**src/rtl/ctrl_pkg.sv**
```systemverilog
// Shared definitions for the multicycle controller: FSM states, RV32I opcodes,
// instruction classes and the encodings of the datapath select fields.
package ctrl_pkg;

  typedef enum logic [2:0] {
    RST_S,
    FETCH,
    DECODE,
    EXECUTE,
    MEM,
    WB,
    TRAP
  } state_t;

  typedef enum logic [3:0] {
    CL_LUI,
    CL_AUIPC,
    CL_JAL,
    CL_JALR,
    CL_BRANCH,
    CL_LOAD,
    CL_STORE,
    CL_OPIMM,
    CL_OP,
    CL_ILLEGAL
  } op_class_t;

  // RV32I base opcodes (inst[6:0])
  localparam logic [6:0] OPC_LUI    = 7'b0110111;
  localparam logic [6:0] OPC_AUIPC  = 7'b0010111;
  localparam logic [6:0] OPC_JAL    = 7'b1101111;
  localparam logic [6:0] OPC_JALR   = 7'b1100111;
  localparam logic [6:0] OPC_BRANCH = 7'b1100011;
  localparam logic [6:0] OPC_LOAD   = 7'b0000011;
  localparam logic [6:0] OPC_STORE  = 7'b0100011;
  localparam logic [6:0] OPC_OPIMM  = 7'b0010011;
  localparam logic [6:0] OPC_OP     = 7'b0110011;

  // Immediate generator format select
  localparam logic [1:0] IMM_I    = 2'b00;
  localparam logic [1:0] IMM_S    = 2'b01;
  localparam logic [1:0] IMM_U    = 2'b10;
  localparam logic [1:0] IMM_NONE = 2'b11;

  // Next-PC select
  localparam logic [1:0] PC_PLUS4 = 2'b00;
  localparam logic [1:0] PC_JAL   = 2'b01;
  localparam logic [1:0] PC_BR    = 2'b10;
  localparam logic [1:0] PC_ALU   = 2'b11;

  // Register writeback source select
  localparam logic [1:0] WB_ALU  = 2'b00;
  localparam logic [1:0] WB_MEM  = 2'b01;
  localparam logic [1:0] WB_PC4  = 2'b10;

  // Width of the memory wait counter; covers timeouts up to 255 cycles
  localparam int WAIT_W = 8;

endpackage

```
**src/rtl/ctrl_decoder.sv**
```systemverilog
// Opcode classifier: maps inst[6:0] to an instruction class, a legality flag
// and the immediate format the datapath should build for it.
module ctrl_decoder
  import ctrl_pkg::*;
(
  input  logic [6:0] opcode,
  output op_class_t  op_class,
  output logic       legal,
  output logic [1:0] immsel
);

  // Classify the opcode; anything outside the RV32I base set is illegal
  always_comb begin
    // NOTE: every output gets a default before the case so no path leaves it
    // unassigned, which would otherwise infer a latch.
    op_class = CL_ILLEGAL;
    immsel   = IMM_NONE;
    case (opcode)
      OPC_LUI:    begin op_class = CL_LUI;    immsel = IMM_U;    end
      OPC_AUIPC:  begin op_class = CL_AUIPC;  immsel = IMM_U;    end
      OPC_JAL:    begin op_class = CL_JAL;    immsel = IMM_NONE; end
      OPC_JALR:   begin op_class = CL_JALR;   immsel = IMM_I;    end
      OPC_BRANCH: begin op_class = CL_BRANCH; immsel = IMM_NONE; end
      OPC_LOAD:   begin op_class = CL_LOAD;   immsel = IMM_I;    end
      OPC_STORE:  begin op_class = CL_STORE;  immsel = IMM_S;    end
      OPC_OPIMM:  begin op_class = CL_OPIMM;  immsel = IMM_I;    end
      OPC_OP:     begin op_class = CL_OP;     immsel = IMM_NONE; end
      default:    begin op_class = CL_ILLEGAL; immsel = IMM_NONE; end
    endcase
    legal = (op_class != CL_ILLEGAL);
  end

endmodule

```
**src/rtl/multicycle_ctrl.sv**
```systemverilog
// Multicycle RV32I control FSM. Sequences fetch, decode, execute, memory and
// writeback, drives the datapath enables, and traps on illegal opcodes or on
// a memory handshake that never completes.
module multicycle_ctrl
  import ctrl_pkg::*;
#(
  parameter int TIMEOUT_CYCLES = 16
) (
  input  logic        clk,
  input  logic        rst_n,
  input  logic [31:0] inst,
  input  logic        br_taken,
  input  logic        mem_ready,
  output logic        mem_req,
  output logic        mem_we,
  output logic        addr_sel,
  output logic        ir_we,
  output logic [1:0]  immsel,
  output logic        pc_we,
  output logic [1:0]  pc_sel,
  output logic        reg_we,
  output logic [1:0]  wb_sel,
  output logic        trap
);

  localparam logic [WAIT_W-1:0] WAIT_LIMIT = WAIT_W'(TIMEOUT_CYCLES - 1);

  state_t            state;
  op_class_t         cls_q;
  logic [1:0]        imm_q;
  logic [WAIT_W-1:0] wait_cnt;

  op_class_t         dec_cls;
  logic              dec_legal;
  logic [1:0]        dec_imm;

  // Operand fields of the instruction belong to the datapath, not this FSM
  logic unused_inst_bits;
  assign unused_inst_bits = ^inst[31:7];

  ctrl_decoder u_decoder (
    .opcode   (inst[6:0]),
    .op_class (dec_cls),
    .legal    (dec_legal),
    .immsel   (dec_imm)
  );

  // State sequencing, decoded-class capture and memory wait counter
  always_ff @(posedge clk or negedge rst_n) begin
    if (!rst_n) begin
      state    <= RST_S;
      cls_q    <= CL_OP;
      imm_q    <= IMM_I;
      wait_cnt <= '0;
    end else begin
      // NOTE: state elements use non-blocking assignments so every register
      // samples pre-edge values regardless of statement order.
      case (state)
        RST_S: state <= FETCH;

        FETCH: begin
          if (mem_ready) begin
            state    <= DECODE;
            wait_cnt <= '0;
          end else if (wait_cnt == WAIT_LIMIT) begin
            state    <= TRAP;
            wait_cnt <= '0;
          end else begin
            wait_cnt <= wait_cnt + 1'b1;
          end
        end

        DECODE: begin
          cls_q <= dec_cls;
          imm_q <= dec_imm;
          state <= dec_legal ? EXECUTE : TRAP;
        end

        EXECUTE: begin
          case (cls_q)
            CL_JAL, CL_JALR, CL_BRANCH: state <= FETCH;
            CL_LOAD, CL_STORE:          state <= MEM;
            default:                    state <= WB;
          endcase
        end

        MEM: begin
          if (mem_ready) begin
            state    <= (cls_q == CL_LOAD) ? WB : FETCH;
            wait_cnt <= '0;
          end else if (wait_cnt == WAIT_LIMIT) begin
            state    <= TRAP;
            wait_cnt <= '0;
          end else begin
            wait_cnt <= wait_cnt + 1'b1;
          end
        end

        WB:      state <= FETCH;
        TRAP:    state <= TRAP;
        default: state <= TRAP;
      endcase
    end
  end

  // Datapath controls; decoded each cycle because ir_we, pc_we and pc_sel
  // must react to mem_ready and br_taken in the same cycle they are sampled
  always_comb begin
    mem_req  = 1'b0;
    mem_we   = 1'b0;
    addr_sel = 1'b0;
    ir_we    = 1'b0;
    immsel   = IMM_I;
    pc_we    = 1'b0;
    pc_sel   = PC_PLUS4;
    reg_we   = 1'b0;
    wb_sel   = WB_ALU;
    trap     = 1'b0;
    case (state)
      FETCH: begin
        mem_req = 1'b1;
        ir_we   = mem_ready;
      end

      DECODE: immsel = dec_imm;

      EXECUTE: begin
        immsel = imm_q;
        case (cls_q)
          CL_JAL: begin
            pc_we  = 1'b1;
            pc_sel = PC_JAL;
            reg_we = 1'b1;
            wb_sel = WB_PC4;
          end
          CL_JALR: begin
            pc_we  = 1'b1;
            pc_sel = PC_ALU;
            reg_we = 1'b1;
            wb_sel = WB_PC4;
          end
          CL_BRANCH: begin
            pc_we  = 1'b1;
            pc_sel = br_taken ? PC_BR : PC_PLUS4;
          end
          default: ;
        endcase
      end

      MEM: begin
        immsel   = imm_q;
        mem_req  = 1'b1;
        addr_sel = 1'b1;
        mem_we   = (cls_q == CL_STORE);
        pc_we    = (cls_q == CL_STORE) && mem_ready;
      end

      WB: begin
        immsel = imm_q;
        reg_we = 1'b1;
        wb_sel = (cls_q == CL_LOAD) ? WB_MEM : WB_ALU;
        pc_we  = 1'b1;
      end

      TRAP: trap = 1'b1;

      default: ;
    endcase
  end

endmodule

```
**config.mk**
```make
export PLATFORM = sky130hd
export DESIGN_NAME = multicycle_ctrl
export DESIGN_NICKNAME = d
export VERILOG_FILES = /design/src/rtl/ctrl_pkg.sv /design/src/rtl/ctrl_decoder.sv /design/src/rtl/multicycle_ctrl.sv
export SDC_FILE = /design/constraint.sdc
export NUM_CORES = 1
export LEC_CHECK = 0
export ABC_AREA = 1
export ABC_CLOCK_PERIOD_IN_PS = 1950
export CAP_MARGIN = 20
export CORE_ASPECT_RATIO = 0.7
export CORE_MARGIN = 3
export CORE_UTILIZATION = 46
export CTS_CLUSTER_DIAMETER = 30
export DETAILED_ROUTE_END_ITERATION = 6
export GPL_TIMING_DRIVEN = 0
export PLACE_DENSITY = 0.85
export SLEW_MARGIN = 10
export SYNTH_ARGS = -nofsm -noshare
export SYNTH_HDL_FRONTEND = slang
export SYNTH_SLANG_ARGS = --single-unit
```
**constraint.sdc**
```tcl
create_clock -name clk -period 1.95 [get_ports clk]
set_input_delay 0.39 -clock clk [delete_from_list [all_inputs] [get_ports clk]]
set_output_delay 0.39 -clock clk [all_outputs]
set_load 0.01 [all_outputs]
```
[Yosys cells after proc, flatten, opt, wreduce, memory -nomap -nowiden]
Cells that the tools add are included.
Word-level totals
  register bits after elaboration: 17
  bits of input ports: 36
  output and inout port bits: 13
  word-level logic and storage cells: 64
Cells by class
  $add $sub $neg: 1
  equality and inequality tests: 22
  multiplexer cells: 27
  reductions and logical operators: 10
Operator list (number)
  case mux 4 bit (9 select lines): 1
  equality test 7 x 6 -> 1 bit (second input constant): 3
  equality test 7 bit (second input constant): 3
  two-way mux 8 bit: 2
  two-way mux 3 bit: 5
  case mux 3 bit (5 select lines): 1
  equality test 7 x 5 -> 1 bit (second input constant): 2
  equality test 4 x 3 -> 1 bit (second input constant): 3
  case mux 2 bit (3 select lines): 2
  OR reduction 2 bit: 5
  equality test 3 bit (second input constant): 3
  OR reduction 3 bit: 3
  adder 8 x 1 -> 8 bit (second input constant): 1
  equality test 4 x 2 -> 1 bit (second input constant): 2
  equality test 8 x 4 -> 1 bit (second input constant): 1
  two-way mux 1 bit: 8
  case mux 2 bit (2 select lines): 2
  equality test 7 x 2 -> 1 bit (second input constant): 1
  equality test 3 x 2 -> 1 bit (second input constant): 2
  two-way mux 2 bit: 3
  case mux 3 bit (2 select lines): 1
  != test 4 bit (second input constant): 1
  equality test 3 x 1 -> 1 bit (second input constant): 1
  zero test 3 bit: 1
  other kinds (3): 3

[Logic depth before layout (Yosys ltp)]
  depth in word-level cells: 5
  depth in mapped cells: 9
  gate-level depth less buffers: 8

[Modules after synthesis]
A second synthesis with hierarchy kept.
Second synthesis, totals
  cell total of the unflattened synthesis: 216
  area total of the unflattened synthesis: 1307.5 µm²
Modules (own cells, without submodules)
  multicycle_ctrl: times used 1, cells an instance 170, area each 1098.6 µm², sequential area each 426.7 µm²
  ctrl_decoder: times used 1, cells an instance 46, area each 209.0 µm², sequential area each 0.0 µm²

[Worst setup path before layout]
OpenSTA, ideal clock, no wires.
  kind: flip-flop to output port
  start: register state[2]
  end: output immsel[0]
  arrival time: 1.153 ns
  setup slack: 0.407 ns
  stages on the path, launching flop included: 6
  path through: dfrtp_1 -> inv_1 -> nand2_1 -> nor2_1 -> a21oi_1 -> o21ai_0
On the way
  word-level cells in the longest chain between the ends: 3
  elaborated cells between the ends (all ways): 6
RTL lines
  start: declaration: RTL line multicycle_ctrl.sv:28  | state_t state;
  start signal: assignment: RTL line multicycle_ctrl.sv:76  | state <= dec_legal ? EXECUTE : TRAP;
  start signal: assignment: RTL line multicycle_ctrl.sv:89  | state <= (cls_q == CL_LOAD) ? WB : FETCH;
  equality test 3 x 2 -> 1 bit / equality test 3 bit (equally long branches): RTL line multicycle_ctrl.sv:119  | case (state)
  OR reduction 3 bit (no source line)
  case mux 2 bit (2 select lines) (*): RTL line multicycle_ctrl.sv:119
  end: declaration: RTL line multicycle_ctrl.sv:18  | output logic [1:0] immsel,
Every way passes the cells marked *; elsewhere a longest branch is shown, timed or not.

[Final worst setup path]
  start: register state[2]
  end: output ir_we
On the way
  word-level cells in the longest chain between the ends: 2
RTL lines
  equality test 3 x 1 -> 1 bit: RTL line multicycle_ctrl.sv:119
  two-way mux 1 bit: RTL line multicycle_ctrl.sv:119
  end: declaration: RTL line multicycle_ctrl.sv:17  | output logic ir_we,
No other way between the ends.

==> metrics.md <==
| Metric | Value |
|---|---|
| Status | finished, violations left |
| Failing checks | setup timing |
| Vias | approximately 1,400 |
| Number of DRC violations after detailed-routing iteration 0 | approximately 200 |
| Antenna-violating nets left | 0 |
| Cts hold-fix bufs | 0 |
| PD cells | 1220 nW/µm² |
| FILL cells | around 180 |
| Slowest CP cell | dfrtp_2 |
| Worst stage delay on the critical path | roughly 490 ps |
| Die W | 66.6 µm |
| Synthesis warning total | 0 |
| Peak VDD IR | just under 0.7 mV |
| Gr usage total | a little under a quarter |
| Full die area | about 3200 µm² |
| WL final | roughly 3700 µm |
| DRC errors left | 0 |
| # setup viols final | 1 |
| Setup TNS | -4.90 ps |
| RSZ-0062 raised after global routing | yes |
| CP cell instances | buf_4, nor2_2, nand2_1, nor2_1, dlygate4sd2_1 |
| Via density | between 5 and 6 |
| Leakage power | about 0.84 nW |
| Max-slew violation count | 0 |
| Final nets | roughly 260 |
| Cell Area, Synth | ~1200 µm² |
| Worst EP arrival | 1560 ps |
| Drt pass-1 iters | 4 |
| Syn Inst Count | about 190 |
| # rows | 14 |
| CTS buffer count | 3 |
| Global-route wire length before repair | roughly 5800 µm |
| Initial antenna violation count | 0 |
| Fin util | between 70% and 80% |
| Min setup slack post-route | -4.90 ps |
| CTS tree | yes |
| Vias in the first global route | between 1,000 and 1,500 |
| Clk_skew | between 10 and 15 ps |
| CP Max Fanout | 7 |
| Antenna cells | 0 |
| Max-Cap Viols | 0 |
| Final Hold Fails | 0 |
| Sequential element share of the synthesized area | a little over a third |
| Flops & latches, synth | 17 |
| Rel. slew slack | about 47% |
| Core ar. | 2290 µm² |
| Final period util | 100% |
| WP data required | 1560 ps |
| Crit path time final | 1950 ps |
| I/O pins | a little under 50 |
| Clock sink total | 17 |
| Syn nets | between 200 and 250 |
| Worst-path clk slew | 80 ps |
| Multi-input logic area | approximately 730 µm² |
| FF/Latch Area | about 430 µm² |
| Root buf cell | clkbuf_8 |
| Htree depth | 1 |
| Layout cell share with drive strength beyond 1 | about a quarter |
| Global route overflow | 0 |
| Height of the die | about 48 µm |
| P&R area growth vs syn | 38.8% |
| Detail Placement HPWL | ~2300 µm |
| Starting Density | slightly above 50% |
| Mean Syn Cell Area | between 6 and 7 µm² |
| Critical path class | flop to primary output |
| Largest net degree at the start of global routing | 18 |
| Longest Clk Path Bufs | 2 |
| Dpl cells | 240 |
| Slew @ Worst Pin | about 790 ps |
| Crit path capture type | primary output |
| Routability cong. | around 0.83 |
| Non-Filler Instances | approximately 260 |
| Worst-Skew Late Latency | around 260 ps |
| Achievable Freq | a little over 500 MHz |
| CP Launch Type | flop |
| Hold crit path type | flop to flop |
| Synth cell types | 20 |
| WL/cell | about 15 µm |
| Port Buffer Count | 23 |
==> per-stage QoR <==
step | hold WS [ps] | area, µm² | power [mW] | worst slack, ps
final | 501 | 1640 | 2.00 | -4.90
after global routing | 525 | 1640 | 2.14 | -36.9
after CTS | 505 | 1570 | 1.83 | -11.3
after global placement | 472 | 1450 | 1.49 | -521
after detailed placement | 477 | 1450 | 1.53 | -567
after floorplan | 94.4 | 1180 | 1.18 | 407
==> cells in the mapped netlist <==
cell	number	area, µm²
nand2_2	2	12.5
ha_1	1	12.5
nor3_1	4	20.0
inv_2	3	11.3
inv_1	23	86.3
a21oi_1	9	45.0
dfrtp_1	16	400
buf_2	1	5.00
nor2_2	3	18.8
o21ai_1	4	20.0
o21ai_0	8	40.0
nand3b_1	1	7.51
nand2_1	44	165
dfstp_2	1	26.3
nor2_1	26	97.6
nand4_1	6	37.5
xnor2_1	1	8.76
nand3_1	30	150
buf_6	1	11.3
o21bai_1	1	7.51
==> state kept, by name, indices dropped and copies added (netlist names) <==
name	count
cls_q	4
imm_q	2
state	3
wait_cnt	8
==> kinds of logic (layout without fill, tap and decap cells) <==
group	count (synthesis)	in the layout	share of synthesized area (%)
AO/OA/AOI/OAI	22	22	9.51
XOR/XNOR	1	1	0.740
adder cells (fa/ha/maj)	1	1	1.06
buffers and inverters	28	66	9.62
flip-flops	17	17	36.0
AND/OR/NAND/NOR	116	116	43.0
==> power breakdown <==
part | total (mW) | internal [mW] | switching (mW)
registers | 0.622 | 0.486 | 0.136
logic | 1.11 | 0.441 | 0.665
clock network | 0.272 | 0.142 | 0.130
==> worst paths after layout <==
kind / start / end / slack [ps] / depth (start not counted)
min in group asynchronous: rst_n / wait_cnt[7] / 580 / 1
max reg2reg: wait_cnt[1] / state[0] / 460 / 6
min reg2reg: cls_q[3] / cls_q[3] / 500 / 2
max: state[2] / ir_we / -5 / 5
max in group asynchronous: rst_n / state[0] / 830 / 1
min: cls_q[3] / cls_q[3] / 500 / 2
==> layout by cell type, fill, tap and decap left out, drive strengths merged <==
cell / instances
a21oi: 9
buf: 15
clkbuf: 8
clkdlybuf4s15: 2
clkdlybuf4s50: 2
clkinv: 2
dfrtp: 16
dfstp: 1
dlygate4sd2: 9
dlymetal6s2s: 3
ha: 1
inv: 25
nand2: 46
nand3: 30
nand3b: 1
nand4: 6
nor2: 29
nor3: 4
o21ai: 12
o21bai: 1
xnor2: 1
==> per-layer routing <==
metal  GRT usage [%]  share of wire (%)  routed length (µm)  vias up
met4            4.05                1.2                  44        0
met2            34.4                 46                1720       93
met5               0                  0                   0        -
met3            6.48                 10                 382        9
li1                -                  -                   -      680
met1            33.5                 42                1580      636
==> timing repair <==
item / 4_1_cts / 5_1_grt
setup buffers: 6 / 5
pin swaps: 3 / 3
resized for setup: 45 / 30
endpoints found under the setup margin: 13 / 9
==> area by class of cell <==
cell class              instances  area share [%]
multi-input cells             140            44.5
flip-flops and latches         17            26.1
well taps                      32            2.44
inverters                      26            6.25
repair buffers                 34            16.8
clock inverters                 1           0.305
plain buffers                   2            1.14
clock buffers                   3            2.51
==> worst max-delay path, delay by kind of cell, from the launching register on <==
family        cells  cell delay [ps]
buf+inv           2              450
flops             1              490
simple gates      3              370
Note: power is estimated with default switching activity, not from simulation.
